===== config.mk =====
export PLATFORM = sky130hd
export DESIGN_NAME = minisrc_control_sequencer
export DESIGN_NICKNAME = d
export VERILOG_FILES = /design/src/rtl/minisrc_control_sequencer.sv
export SDC_FILE = /design/constraint.sdc
export NUM_CORES = 1
export LEC_CHECK = 0
export BUFFER_PORTS_ARGS = -buffer_cell sky130_fd_sc_hd__buf_4
export CAP_MARGIN = 0
export CORE_MARGIN = 3
export CORE_UTILIZATION = 30
export DETAILED_ROUTE_END_ITERATION = 7
export PLACE_DENSITY_LB_ADDON = 0.12
export SYNTH_ARGS = -nofsm -noshare
export SYNTH_HDL_FRONTEND = slang
export SYNTH_SLANG_ARGS = --single-unit
export TNS_END_PERCENT = 10

===== constraint.sdc =====
create_clock -name clock -period 5.8 [get_ports clock]
set_input_delay 1.16 -clock clock [delete_from_list [all_inputs] [get_ports clock]]
set_output_delay 1.16 -clock clock [all_outputs]
set_load 0.005 [all_outputs]

===== src/rtl/minisrc_control_sequencer.sv =====
// Hardwired MiniSRC control unit: steps each instruction through fetch/decode/execute
// T-states and drives the register select encoder plus datapath and memory strobes.

module minisrc_control_checker (
    input logic clock,
    input logic reset_n,
    input logic gra,
    input logic grb,
    input logic grc,
    input logic rin,
    input logic rout,
    input logic baout,
    input logic read,
    input logic write
);
    a_one_select: assert property (@(posedge clock) disable iff (!reset_n)
        (rin || rout) |-> $onehot({gra, grb, grc}));
    a_baout_rout: assert property (@(posedge clock) disable iff (!reset_n) !(baout && rout));
    a_read_write: assert property (@(posedge clock) disable iff (!reset_n) !(read && write));
endmodule

module minisrc_control_sequencer #(
    parameter int OPW  = 5,
    parameter int ALUW = 4
) (
    input  logic            clock,
    input  logic            reset_n,
    input  logic [31:0]     ir,
    input  logic            mem_ack,
    output logic            gra,
    output logic            grb,
    output logic            grc,
    output logic            rin,
    output logic            rout,
    output logic            baout,
    output logic            pc_out,
    output logic            pc_in,
    output logic            inc_pc,
    output logic            mar_in,
    output logic            mdr_in,
    output logic            mdr_out,
    output logic            ir_in,
    output logic            y_in,
    output logic            z_in,
    output logic            zlo_out,
    output logic            c_out,
    output logic            read,
    output logic            write,
    output logic [ALUW-1:0] alu_op,
    output logic [2:0]      step,
    output logic            run
);
    typedef enum logic [3:0] {
        S_T0 = 4'd0, S_T1 = 4'd1, S_T2 = 4'd2, S_T3 = 4'd3,
        S_T4 = 4'd4, S_T5 = 4'd5, S_T6 = 4'd6, S_T7 = 4'd7, S_HALT = 4'd8
    } state_t;

    typedef enum logic [2:0] {
        C_LD, C_LDI, C_ST, C_RTYPE, C_ITYPE, C_NOP, C_HALT
    } op_class_t;

    typedef struct packed {
        logic gra, grb, grc, rin, rout, baout, pc_out, pc_in, inc_pc, mar_in;
        logic mdr_in, mdr_out, ir_in, y_in, z_in, zlo_out, c_out, read, write;
        logic [ALUW-1:0] alu_op;
    } ctrl_t;

    function automatic op_class_t classify(input logic [OPW-1:0] op);
        case (op)
            5'b00000: return C_LD;
            5'b00001: return C_LDI;
            5'b00010: return C_ST;
            5'b00011, 5'b00100, 5'b00101, 5'b00110: return C_RTYPE;
            5'b01100, 5'b01101, 5'b01110: return C_ITYPE;
            5'b11011: return C_HALT;
            default: return C_NOP;
        endcase
    endfunction

    function automatic logic [ALUW-1:0] alu_sel(input logic [OPW-1:0] op);
        case (op)
            5'b00100:          return 4'd1;
            5'b00101, 5'b01101: return 4'd2;
            5'b00110, 5'b01110: return 4'd3;
            default:           return 4'd0;
        endcase
    endfunction

    function automatic ctrl_t decode(input state_t s, input logic [OPW-1:0] op);
        ctrl_t c;
        op_class_t cls;
        c = '0;
        cls = classify(op);
        case (s)
            S_T0: begin c.pc_out = 1'b1; c.mar_in = 1'b1; c.inc_pc = 1'b1; c.z_in = 1'b1; end
            S_T1: begin c.zlo_out = 1'b1; c.pc_in = 1'b1; c.read = 1'b1; c.mdr_in = 1'b1; end
            S_T2: begin c.mdr_out = 1'b1; c.ir_in = 1'b1; end
            S_T3: begin
                case (cls)
                    C_RTYPE, C_ITYPE: begin c.grb = 1'b1; c.rout = 1'b1; c.y_in = 1'b1; end
                    C_LD, C_LDI, C_ST: begin c.grb = 1'b1; c.baout = 1'b1; c.y_in = 1'b1; end
                    default: ;
                endcase
            end
            S_T4: begin
                case (cls)
                    C_RTYPE: begin c.grc = 1'b1; c.rout = 1'b1; c.z_in = 1'b1; c.alu_op = alu_sel(op); end
                    C_ITYPE: begin c.c_out = 1'b1; c.z_in = 1'b1; c.alu_op = alu_sel(op); end
                    C_LD, C_LDI, C_ST: begin c.c_out = 1'b1; c.z_in = 1'b1; end
                    default: ;
                endcase
            end
            S_T5: begin
                case (cls)
                    C_RTYPE, C_ITYPE, C_LDI: begin c.zlo_out = 1'b1; c.gra = 1'b1; c.rin = 1'b1; end
                    C_LD, C_ST: begin c.zlo_out = 1'b1; c.mar_in = 1'b1; end
                    default: ;
                endcase
            end
            S_T6: begin
                case (cls)
                    C_LD: begin c.read = 1'b1; c.mdr_in = 1'b1; end
                    C_ST: begin c.gra = 1'b1; c.rout = 1'b1; c.mdr_in = 1'b1; end
                    default: ;
                endcase
            end
            S_T7: begin
                case (cls)
                    C_LD: begin c.mdr_out = 1'b1; c.gra = 1'b1; c.rin = 1'b1; end
                    C_ST: c.write = 1'b1;
                    default: ;
                endcase
            end
            default: ;
        endcase
        return c;
    endfunction

    function automatic logic [2:0] step_of(input state_t s);
        logic [3:0] v;
        v = s;
        if (s == S_HALT) return 3'd3;
        else return v[2:0];
    endfunction

    state_t          state_r;
    state_t          state_next_s;
    logic [OPW-1:0]  opcode_r;
    logic [OPW-1:0]  op_next_s;
    op_class_t       cls_s;
    logic            started_r;
    ctrl_t           ctrl_r;
    logic [2:0]      step_r;
    logic            run_r;

    // Next T-step; the first cycle after reset holds T0 so its strobes get one visible cycle.
    always_comb begin
        state_next_s = S_T0;
        op_next_s = (state_r == S_T2) ? ir[31:27] : opcode_r;
        cls_s = classify(op_next_s);
        if (!started_r) begin
            state_next_s = S_T0;
        end else begin
            case (state_r)
                S_T0: state_next_s = S_T1;
                S_T1: state_next_s = mem_ack ? S_T2 : S_T1;
                S_T2: state_next_s = (cls_s == C_HALT) ? S_HALT : S_T3;
                S_T3: state_next_s = (cls_s == C_NOP) ? S_T0 : S_T4;
                S_T4: state_next_s = S_T5;
                S_T5: state_next_s = (cls_s == C_LD || cls_s == C_ST) ? S_T6 : S_T0;
                S_T6: state_next_s = (cls_s == C_ST || mem_ack) ? S_T7 : S_T6;
                S_T7: state_next_s = (cls_s == C_ST && !mem_ack) ? S_T7 : S_T0;
                S_HALT: state_next_s = S_HALT;
                default: state_next_s = S_T0;
            endcase
        end
    end

    // State, opcode latch and registered Moore outputs decoded from the upcoming step.
    always_ff @(posedge clock or negedge reset_n) begin
        if (!reset_n) begin
            state_r   <= S_T0;
            opcode_r  <= '0;
            started_r <= 1'b0;
            ctrl_r    <= '0;
            step_r    <= 3'd0;
            run_r     <= 1'b1;
        end else begin
            started_r <= 1'b1;
            state_r   <= state_next_s;
            if (state_r == S_T2) opcode_r <= ir[31:27];
            ctrl_r    <= decode(state_next_s, op_next_s);
            step_r    <= step_of(state_next_s);
            run_r     <= (state_next_s != S_HALT);
        end
    end

    assign {gra, grb, grc, rin, rout, baout, pc_out, pc_in, inc_pc, mar_in,
            mdr_in, mdr_out, ir_in, y_in, z_in, zlo_out, c_out, read, write} =
           {ctrl_r.gra, ctrl_r.grb, ctrl_r.grc, ctrl_r.rin, ctrl_r.rout, ctrl_r.baout,
            ctrl_r.pc_out, ctrl_r.pc_in, ctrl_r.inc_pc, ctrl_r.mar_in, ctrl_r.mdr_in,
            ctrl_r.mdr_out, ctrl_r.ir_in, ctrl_r.y_in, ctrl_r.z_in, ctrl_r.zlo_out,
            ctrl_r.c_out, ctrl_r.read, ctrl_r.write};
    assign alu_op = ctrl_r.alu_op;
    assign step   = step_r;
    assign run    = run_r;

    minisrc_control_checker u_checker (
        .clock(clock), .reset_n(reset_n), .gra(gra), .grb(grb), .grc(grc),
        .rin(rin), .rout(rout), .baout(baout), .read(read), .write(write)
    );
endmodule


# == After elaboration in Yosys (flattened, before gate mapping) ==
# Memories as Yosys holds them, arrays and structs flattened.
# Index checks and enable logic that the tools add are counted.
# op_classes
n_eq_ne,29
mux,39
reduce_logical,16
# ops
cell,n
4-bit case mux with 9 select lines,1
4-bit by 3-bit equality test with 1-bit output (second input constant),8
1-bit 2-to-1 mux,18
4-bit by 2-bit equality test with 1-bit output (second input constant),4
5-bit by 3-bit equality test with 1-bit output (second input constant),3
1-bit case mux with 2 select lines,7
3-bit 2-to-1 mux,4
4-bit 2-to-1 mux,3
5-bit by 4-bit equality test with 1-bit output (second input constant),2
3-bit by 2-bit equality test with 1-bit output (second input constant),3
3-bit equality test (second input constant),3
4-bit by 1-bit equality test with 1-bit output (second input constant),2
4-bit equality test (second input constant),2
4-bit logical NOT,2
2-bit OR reduction,4
3-bit logical NOT,2
1-bit case mux with 3 select lines,2
2-bit case mux with 3 select lines,1
3-bit OR reduction,2
5-bit 2-to-1 mux,1
5-bit OR reduction,1
2-bit 2-to-1 mux,2
4-bit != test (second input constant),1
4-bit OR reduction,1
4 further kinds,5
# totals
register_bits,35
rom_bits,192
word_cells,109
n_memories,2
# mem_list
memory,depth,width,read_ports,rd_ports_with_merged_regs,write_ports,line,source
(no name shown),32,3,1,0,0,69,case (op)
(no name shown),32,3,1,0,0,69,

# == Longest topological paths before layout ==
# Gate-level depths: netlist of the first run.
# An unclocked memory read counts as a cell.
# depth
depth_word,10
mapped_depth,9

# == Least setup slack after synthesis of the first run ==
# OpenSTA, ideal clock, no wires.
# synth_path
path_type,input -> register
from,input port ir[28]
to,"register ctrl_r, in the netlist alu_op[0]"
setup_time_ps,107
arrival_ps,2927
required_time_ps,5693
slack_ps,2766
path_stages,7
n_path_buf,1
cell_sequence,clkbuf_1 -> nand4b_1 -> nor2_4 -> o21ai_2 -> a22o_1 -> or4b_4 -> a2111oi_4
# synth_via
elab_chain_len,9
elab_cells_between_ends,31
cone_classes,11 x eq/ne; 11 x mux; 7 x reduce/logical; 2 x memory
# synth_rtl
item,line,source
"start, declared",28,"input logic [31:0] ir,"
5-bit 2-to-1 mux (*),--,
memory 32 x 3 bit,--,
3-bit by 2-bit equality test with 1-bit output or 3-bit logical NOT (tied branches),"170, 171, 172",
"1-bit logical AND, or another cell as far along",172,S_T7: state_next_s = (cls_s == C_ST && !mem_ack) ? S_T7 : S_T0;
"3-bit 2-to-1 mux, or another cell as far along",172,
4-bit case mux with 9 select lines,164,case (state_r)
4-bit 2-to-1 mux,161,if (!started_r) begin
4-bit by 3-bit equality test with 1-bit output,94,case (s)
4-bit 2-to-1 mux (*),94,
"end signal, assigned",192,"ctrl_r <= decode(state_next_s, op_next_s);"
"end, declared",152,ctrl_t ctrl_r;
# Every way passes the cells marked *; elsewhere a longest branch is shown, timed or not.

# == Worst setup path after layout of the first run ==
# layout_path
from,register state_r[3]
to,"register ctrl_r, in the netlist baout"
# layout_via
elab_chain_len,10
elab_cells_between_ends,33
cone_classes,14 x eq/ne; 10 x mux; 7 x reduce/logical; 2 x memory
# layout_rtl
item,line,source
"start, declared",146,state_t state_r;
"start signal, assigned",190,state_r <= state_next_s;
4-bit by 2-bit equality test with 1-bit output,"159, 164",
5-bit 2-to-1 mux,--,
memory 32 x 3 bit,--,
3-bit by 2-bit equality test with 1-bit output or 3-bit logical NOT (tied branches),"170, 172",
1-bit logical AND or 1-bit logical OR (tied branches),"172, 170",
3-bit 2-to-1 mux (on tied branches),"172, 170",
4-bit case mux with 9 select lines (*),164,
4-bit 2-to-1 mux (*),161,
net state_next_s[1],147,state_t state_next_s;
4-bit by 2-bit equality test with 1-bit output (*),94,
1-bit 2-to-1 mux (*),94,
# The timed path passes the listed nets; every way through them passes the cells marked *.

==> results.ini, run 1 <==
[power]
combPwrFrac_pct=27.3
p_per_area_mw_per_mm2=328.0
p_sw_share_pct=33.61
p_switching_w=0.0002396
pwr-share-seq_pct=40.9
p_leak_nw=0.9524
p_int_w=0.0004732
ir_worst_vdd_mv=0.09968
finalPower_w=0.0007128
clkPwrFrac_pct=31.7

[worst_setup_path]
crit_path_top_delay_cell=nor4b_4
r2r_setup_slack_ns=2.51
cp.required_ns=5.95
cp_slowest_stage_delay_ns=0.87
path_class=reg -> reg
crit_path_start_kind=flip-flop
cp-endpoint=baout
arrival_ns=3.44
r2r-start=state_r[3]
cp_max_fo=16
r2r.worst_path.cells=7
path_cells=nor4b_4 -> mux2i_1 -> a21oi_1 -> o21ai_0 -> inv_1 -> o211ai_1 -> nor3_1
crit_path_end_kind=flip-flop
crit_start=state_r[3]
r2r_end=baout

[clock_network]
clock_path_buffers=2
cts_setup_buffers=0
clk_latency_ns=0.30
cts_resized=0
postCtsHoldBufs=0
cts_num_sinks=33
cts.clk_slew.worst_paths_ns=0.08
cts_tree=done
cts-buffers-inserted=5
cts-htree-levels=2
root_buffer=clkbuf_8

[detailed_routing]
ant_nets=0
totalWireLength_um=4524
drt_iter0_drc=120
drc_errors=0
post_drt_via_cell_ratio=5.240
vias=1504
drtPass1Iterations=4
wire_per_inst_um=15.76

[synthesis]
synth_top_cell_by_area=dfrtp_1
synth_area_leaders=dfrtp_1 (44%), nand2_1 (4.1%), a2111oi_4 (3.0%)
synthMuxAreaShare_pct=1.919
syn-mean-instance-area_um2=9.608
synthAdderAreaFrac_pct=0
synth_ff_type=dfrtp_1
synth_top_family_by_area=simple AND/OR/NAND/NOR gates
synth-seq-cells=33
synth.distinct_cells=49
syn_inst=190
synth_area_mm2=0.001826
synth_compound_area_share_pct=18.92
yosysWarnings=0
synth_edf_count=0
synth.yosys.seq_area_share_pct=45.31
yosysTopAreaCellShare_pct=43.87
synthXorXnorAreaFrac_pct=1.919
synth_simple_gate_area_share_pct=24.06
async_flop_share_pct=100.0

[global_route]
grtUsageTotal_pct=13.53
grt_pass1_wl_um=7527
overflow=0
grt_pass1_vias=1458
grt_start_max_net_pins=34
antenna_found_initial=0

[flow_run]
drv_cap=0

[min_path]
min_path_type=reg -> reg
min-delay-start=opcode_r[4]

[floorplan]
start_util_pct=31.97
fp.coreArea_mm2=0.005709
placementRows=27
die_h_um=84.01
fp.dieArea_mm2=0.007057
ios=62
die_x_um=84.01

[timing]
hold_viol=0
setup_tns_ns=0
skew_ns=0.01416
period_needed_ns=3.295
rsz0062_at_grt=false
fmax_mhz=303.5
worst_pin_slew_ns=0.9124
setup_viol=0
fin_crit_sh_pct=56.81
drv_slew=0
slew_headroom_pct=38.92

[cells_and_area]
fill_cells=571
diodes=0
post-route-util_pct=38.07
final_nets=249
syn_to_final_growth_pct=19.05
drive_gt1_share_pct=23.26

[placed_design]
place_congestion=0.7914
portBuffers=32
dpl.hpwl_um=3213

[status]
status=finished, final reports clean

## routing by layer
metal | track usage (%) | share of wire, %
met5 | 0 | 0
met4 | 4.971 | 1.6
met3 | 3.455 | 6.0
met2 | 20.46 | 45
met1 | 18.58 | 47
## power by group through the flow
stage | Clock [W] | Sequential (W) | Combinational, W
2_1_floorplan | 0 | 0.000278 | 0.000150
3_3_place_gp | 0 | 0.000296 | 0.000195
3_5_place_dp | 0 | 0.000295 | 0.000194
4_1_cts | 0.000231 | 0.000291 | 0.000196
5_1_grt | 0.000240 | 0.000298 | 0.000214
6_report | 0.000226 | 0.000292 | 0.000195
## through the flow
| stage | instance area (µm²) | hold WS, ns | instances | worst slack (ns) |
|---|---|---|---|---|
| after global placement | 2057 | 0.5848 | 279 | 2.501 |
| final | 2173 | 0.6087 | 287 | 2.505 |
| after global routing | 2173 | 0.6443 | 287 | 2.267 |
| after CTS | 2173 | 0.6031 | 287 | 2.499 |
| after floorplan | 1829 | 0.5431 | 191 | 2.766 |
| after detailed placement | 2057 | 0.5795 | 279 | 2.485 |
## kinds of logic after synthesis
group,count (synthesis)
compound gates,45
xor+xnor,4
buf+inv,25
flops,33
mux,3
other cells,2
simple gates,78
## layout by cell type (no fill, tap or decap), types with 3 or more instances in the layout
cell type   n
dfrtp_1    32
buf_4      32
nand2_1    20
nor2_1     14
nor3_1     10
a21oi_1    10
inv_1       9
o21ai_0     9
nand2b_1    6
clkbuf_8    6
a31oi_1     5
nand3_1     5
and2_1      3
nor4b_1     3
conb_1      3
## cell usage after synthesis (3+ instances only)
cell       n
nand3_1    5
nor2_1    14
buf_6      3
and2_1     3
dfrtp_1   32
nand2_1   20
a21oi_1   10
a31oi_1    5
nor3_1    10
inv_1      9
nand2b_1   6
o21ai_0    9
buf_4      5
nor4b_1    3
clkbuf_1   7
## critical path: cells and delay by family (launching register included)
kind	cells	cell delay (ns)
AO/OA/AOI/OAI	3	0.98
AND/OR/NAND/NOR	2	0.97
flip-flops	1	0.54
multiplexers	1	0.47
buffers and inverters	1	0.20
## layout make-up
type,count,area (µm²),area share [%]
Sequential cell,33,827.0,38.05
Multi-Input combinational cell,133,865.8,39.84
Clock buffer,7,86.33,3.972
Tap cell,72,90.09,4.145
Clock inverter,1,30.03,1.382
Inverter,9,33.78,1.554
Timing Repair Buffer,32,240.2,11.05
## state kept, by name (all words and copies together) (netlist names)
name       count
c_out          1
ir_in          1
alu_op         2
opcode_r       5
zlo_out        1
write          1
read           1
mar_in         1
pc_in          1
rin            1
z_in           1
y_in           1
mdr_out        1
state_r        4
started_r      1
gra            1
rout           1
grc            1
mdr_in         1
baout          1
inc_pc         1
step           3
run            1
## worst min path at each step
| stage | endpoint | slack (ns) | depth (start not counted) |
|---|---|---|---|
| after global placement | opcode_r[4] | 0.58 | 1 |
| final | opcode_r[4] | 0.61 | 1 |
| after global routing | opcode_r[4] | 0.64 | 1 |
| after detailed placement | opcode_r[4] | 0.58 | 1 |
| after floorplan | opcode_r[4] | 0.54 | 1 |
| after CTS | opcode_r[4] | 0.60 | 1 |
(Power assumes the default switching activity.)
==> inputs of run 2 (changes only) <==
==> constraint.sdc (replaced) <==
create_clock -name clock -period 2.95 [get_ports clock]
set_input_delay 0.59 -clock clock [delete_from_list [all_inputs] [get_ports clock]]
set_output_delay 0.59 -clock clock [all_outputs]
set_load 0.005 [all_outputs]
==> results.ini, run 2 (synthesis results as in run 1) <==
[floorplan]
fp.coreArea_mm2=0.005709  ; unchanged
start_util_pct=31.97  ; unchanged
fp.dieArea_mm2=0.007057  ; unchanged
die_h_um=84.01  ; unchanged
die_x_um=84.01  ; unchanged
ios=62  ; unchanged
placementRows=27  ; unchanged

[global_route]
overflow=0  ; unchanged
grt_pass1_vias=1490  ; was 1,458
grtUsageTotal_pct=13.55  ; was 13.53%
grt_start_max_net_pins=34  ; unchanged
grt_pass1_wl_um=7631  ; was 7527 µm
antenna_found_initial=0  ; unchanged

[detailed_routing]
wire_per_inst_um=14.80  ; was 15.76 µm
post_drt_via_cell_ratio=4.946  ; was 5.240
totalWireLength_um=4426  ; was 4524 µm
drt_iter0_drc=82  ; was 120
ant_nets=0  ; unchanged
vias=1479  ; was 1,504
drtPass1Iterations=4  ; unchanged
drc_errors=0  ; unchanged

[timing]
skew_ns=0.01294  ; was 0.01416 ns
period_needed_ns=2.727  ; was 3.295 ns
fin_crit_sh_pct=92.43  ; was 56.81%
hold_viol=0  ; unchanged
drv_slew=0  ; unchanged
rsz0062_at_grt=false  ; unchanged
fmax_mhz=366.8  ; was 303.5 MHz
setup_tns_ns=0  ; unchanged
setup_viol=0  ; unchanged
hold_slack_ns=0.2239  ; was 0.6087 ns

[clock_network]
root_buffer=clkbuf_8  ; unchanged
cts_num_sinks=33  ; unchanged
clock_path_buffers=2  ; unchanged
cts-htree-levels=2  ; unchanged
cts-buffers-inserted=5  ; unchanged
cts_resized=0  ; unchanged
cts_tree=done  ; unchanged
clk_latency_ns=0.29  ; was 0.30 ns
postCtsHoldBufs=0  ; unchanged
cts_setup_buffers=0  ; unchanged
cts.clk_slew.worst_paths_ns=0.07  ; was 0.08 ns

[cells_and_area]
finish.instance_area_mm2=0.002263  ; was 0.002173 mm²
final_cell_mix=buf_4 (44), dfrtp_1 (32), nand2_1 (20)  ; was dfrtp_1 (32), buf_4 (32), nand2_1 (20)
final_nets=261  ; was 249
final_common_cell=buf_4
syn_to_final_growth_pct=23.99  ; was 19.05%
top_register=opcode_r  ; unchanged
drive_gt1_share_pct=27.31  ; was 23.26%
multi_input_area_um2=865.8  ; unchanged
largest_register_ffs=5  ; unchanged
diodes=0  ; unchanged
fill_cells=594  ; was 571
post-route-util_pct=39.65  ; was 38.07%
regArea_um2=827.0  ; unchanged

[worst_setup_path]
cp_slowest_stage_delay_ns=0.64  ; was 0.87 ns
cp_max_fo=12  ; was 16
cp.required_ns=3.12  ; was 5.95 ns
r2r_setup_slack_ns=0.22  ; was 2.51 ns
arrival_ns=2.89  ; was 3.44 ns
worst_path_most_repeated_cell=or4b_4
crit_path_start_kind=flip-flop  ; unchanged
path_buf_inv=0  ; was 1
crit_path_top_delay_cell=or4b_4  ; was nor4b_4
critPathTopFamily=simple AND/OR/NAND/NOR gates  ; was compound AO/OA/AOI/OAI gates
path_class=reg -> reg  ; unchanged
crit_path_end_kind=flip-flop  ; unchanged
path_cells=or4b_4 -> mux2_4 -> o21ai_2 -> a22o_1 -> or4b_4 -> a2111oi_4  ; was nor4b_4 -> mux2i_1 -> a21oi_1 -> o21ai_0 -> inv_1 -> o211ai_1 -> nor3_1

[status]
status=finished, final reports clean  ; unchanged

[placed_design]
portBuffers=32  ; unchanged
dpl.hpwl_um=3358  ; was 3213 µm
place_area_mm2=0.002147  ; was 0.002057 mm²
place_congestion=0.8072  ; was 0.7914

[power]
ir_worst_vdd_mv=0.2226  ; was 0.09968 mV
p_leak_nw=1.012  ; was 0.9524 nW
p_per_area_mw_per_mm2=628.1  ; was 328.0 mW/mm²

[min_path]
min_path_type=in -> async  ; was reg -> reg

[flow_run]
drv_cap=0  ; unchanged

## run 2: cell count changes in the layout (fill, tap and decap cells not counted)
cell	previous run	this run
buf_4	32	44
## run 2: worst paths after layout
path | end | from | cells past startpoint
max in group asynchronous | run | reset_n | 1
min | c_out | reset_n | 1
min in group clock | opcode_r[2] | ir[29] | 3
min reg2reg | step[2] | started_r | 2
max | alu_op[1] | state_r[2] | 6
max reg2reg | alu_op[1] | state_r[2] | 6
## run 2: per-stage QoR
step                power (W)  setup WS, ns  std cells
global placement    0.0009948        0.2440        291
global route         0.001517       0.09063        299
floorplan           0.0008427        0.4481        191
finish               0.001422        0.2235        299
detailed placement  0.0009930        0.2424        291
CTS                  0.001437        0.2120        299
## run 2: power by group
part           switching (W)  internal, W
sequential         0.0000598     0.000504
combinational       0.000241     0.000180
clock               0.000163     0.000275
## run 2: layer usage
| metal | track usage, % | wire length (µm) | up-vias |
|---|---|---|---|
| met4 | 3.947 | 61 | 0 |
| met5 | 0 | 0 | - |
| met1 | 18.83 | 2114 | 692 |
| met3 | 3.455 | 209 | 5 |
| li1 | - | - | 745 |
| met2 | 20.75 | 2040 | 37 |
## run 2: cell type report
type	instances	area share, %
Timing Repair Buffer	44	14.59
Clock inverter	1	1.327
Sequential cell	33	36.54
Multi-Input combinational cell	133	38.25
Tap cell	72	3.980
Clock buffer	7	3.814
Inverter	9	1.493
==> inputs of run 3 (changes only) <==
==> constraint.sdc (replaced) <==
create_clock -name clock -period 2.75 [get_ports clock]
set_input_delay 0.55 -clock clock [delete_from_list [all_inputs] [get_ports clock]]
set_output_delay 0.55 -clock clock [all_outputs]
set_load 0.005 [all_outputs]
==> results.ini, run 3 (synthesis results as in run 1) <==
[clock_network]
cts-buffers-inserted=5  ; unchanged
clk_latency_ns=0.29  ; about the same
cts-htree-levels=2  ; unchanged
root_buffer=clkbuf_8  ; unchanged
clock_path_buffers=2  ; unchanged
cts_num_sinks=33  ; unchanged
cts.clk_slew.worst_paths_ns=0.08  ; was 0.07 ns
cts_tree=done  ; unchanged

[placed_design]
portBuffers=32  ; unchanged
dpl.hpwl_um=3371  ; was 3358 µm
dp_cells=295  ; was 291
place_congestion=0.7831  ; was 0.8072
place_ws_ns=0.07660  ; was 0.2424 ns

[timing]
fin_crit_sh_pct=94.97  ; was 92.43%
setup_ws_ns=0.1384  ; was 0.2235 ns
period_needed_ns=2.612  ; was 2.727 ns
setup_tns_ns=0  ; unchanged
rsz0062_at_grt=false  ; unchanged
skew_ns=0.007492  ; was 0.01294 ns
setup_viol=0  ; unchanged
fmax_mhz=382.9  ; was 366.8 MHz
drv_slew=0  ; unchanged
hold_viol=0  ; unchanged
hold_slack_ns=0.1852  ; was 0.2239 ns

[worst_setup_path]
arrival_ns=2.80  ; was 2.89 ns
path_cells=buf_4 -> nor4b_4 -> mux2i_2 -> o221ai_1 -> nor2_1 -> or4b_4 -> a2111oi_4  ; was or4b_4 -> mux2_4 -> o21ai_2 -> a22o_1 -> or4b_4 -> a2111oi_4
crit_path_end_kind=flip-flop  ; unchanged
r2r_end=alu_op[0]  ; was alu_op[1]
path_class=reg -> reg  ; unchanged
cp_slowest_stage_delay_ns=0.55  ; was 0.64 ns
cp_max_fo=10  ; was 12
r2r_setup_slack_ns=0.14  ; was 0.22 ns
r2r.worst_path.cells=7  ; was 6
crit_path_start_kind=flip-flop  ; unchanged
crit_path_top_delay_cell=or4b_4  ; unchanged
critPathTopFamily=simple AND/OR/NAND/NOR gates  ; unchanged
r2r-start=state_r[0]  ; was state_r[2]
path_buf_inv=1  ; was 0
cp.required_ns=2.94  ; was 3.12 ns

[power]
ir_worst_vdd_mv=0.2391  ; was 0.2226 mV
p_leak_nw=1.032  ; was 1.012 nW
p_per_area_mw_per_mm2=674.4  ; was 628.1 mW/mm²

[cells_and_area]
final_cell_mix=buf_4 (49), dfrtp_1 (32), nand2_1 (20)  ; was buf_4 (44), dfrtp_1 (32), nand2_1 (20)
final_nets=266  ; was 261
top_register=opcode_r  ; unchanged
syn_to_final_growth_pct=26.18  ; was 23.99%
post-route-util_pct=40.35  ; was 39.65%
fin_cells=304  ; was 299
diodes=0  ; unchanged
largest_register_ffs=5  ; unchanged
fill_cells=588  ; was 594
drive_gt1_share_pct=29.74  ; was 27.31%
final_common_cell=buf_4  ; unchanged

[floorplan]
fp.dieArea_mm2=0.007057  ; unchanged
ios=62  ; unchanged
placementRows=27  ; unchanged
start_util_pct=31.97  ; unchanged
die_x_um=84.01  ; unchanged
fp.coreArea_mm2=0.005709  ; unchanged
die_h_um=84.01  ; unchanged

[detailed_routing]
totalWireLength_um=4467  ; was 4426 µm
ant_nets=0  ; unchanged
drt_iter0_drc=94  ; was 82
drtPass1Iterations=4  ; unchanged
post_drt_via_cell_ratio=5.003  ; was 4.946
drc_errors=0  ; unchanged
vias=1521  ; was 1,479
wire_per_inst_um=14.69  ; was 14.80 µm

[flow_run]
drv_cap=0  ; unchanged

[global_route]
grtUsageTotal_pct=13.55  ; about the same
overflow=0  ; unchanged
grt_start_max_net_pins=34  ; unchanged
antenna_found_initial=0  ; unchanged
grt_pass1_wl_um=7541  ; was 7631 µm
grt_pass1_vias=1484  ; was 1,490

[status]
status=finished, final reports clean  ; unchanged

[min_path]
min_path_type=in -> async  ; unchanged

## run 3: worst max-delay path by stage
stage,slack [ns],cells after the start,startpoint,to
after floorplan,0.25,7,state_r[3],alu_op[0]
after global placement,0.08,7,state_r[0],alu_op[0]
after detailed placement,0.08,7,state_r[0],alu_op[0]
after CTS,0.05,7,state_r[0],alu_op[0]
after global routing,0.02,7,state_r[0],alu_op[0]
final,0.14,7,state_r[0],alu_op[0]
## run 3: metal layers
| metal | up-vias | share of wire, % | global-route usage (%) | routed length (µm) |
|---|---|---|---|---|
| li1 | 748 | - | - | - |
| met1 | 726 | 49 | 19.14 | 2192 |
| met2 | 41 | 44 | 20.03 | 1965 |
| met3 | 6 | 5.8 | 3.949 | 258 |
| met4 | 0 | 1.1 | 3.947 | 51 |
| met5 | - | 0 | 0 | 0 |
## run 3: cell type report
type	count	area, µm²	area share, %
clock inverter	3	46.29	2.010
inverter	9	33.78	1.467
sequential	33	827.0	35.90
multi-input combinational	133	869.6	37.75
tap	72	90.09	3.911
clock buffer	5	68.82	2.988
timing repair buffer	49	367.9	15.97
## run 3: timing repair
| action | in CTS | in global routing |
|---|---|---|
| hold buffers | 0 | 0 |
| setup buffers | 0 | 1 |
| endpoints found under the setup margin | 0 | 3 |
| hold endpoints to repair | 0 | 0 |
| resized for setup | 0 | 1 |
## run 3: worst register-to-register path: cells and delay by family, from the launching register on
kind / cells / cell delay, ns
muxes: 1 / 0.33
buffers and inverters: 1 / 0.18
and+or+nand+nor: 3 / 1.13
AOI/OAI and AO/OA: 2 / 0.49
DFF: 1 / 0.39
## run 3: through the flow
| step | total power (W) | cell area, µm² |
|---|---|---|
| 6_report | 0.001554 | 2303 |
| 2_1_floorplan | 0.0009040 | 1829 |
| 3_5_place_dp | 0.001084 | 2177 |
| 5_1_grt | 0.001656 | 2303 |
| 4_1_cts | 0.001561 | 2292 |
| 3_3_place_gp | 0.001088 | 2177 |
## run 3: where the power goes
part | switching [W] | internal [W]
registers | 0.0000645 | 0.000540
clock network | 0.000197 | 0.000271
logic | 0.000265 | 0.000215
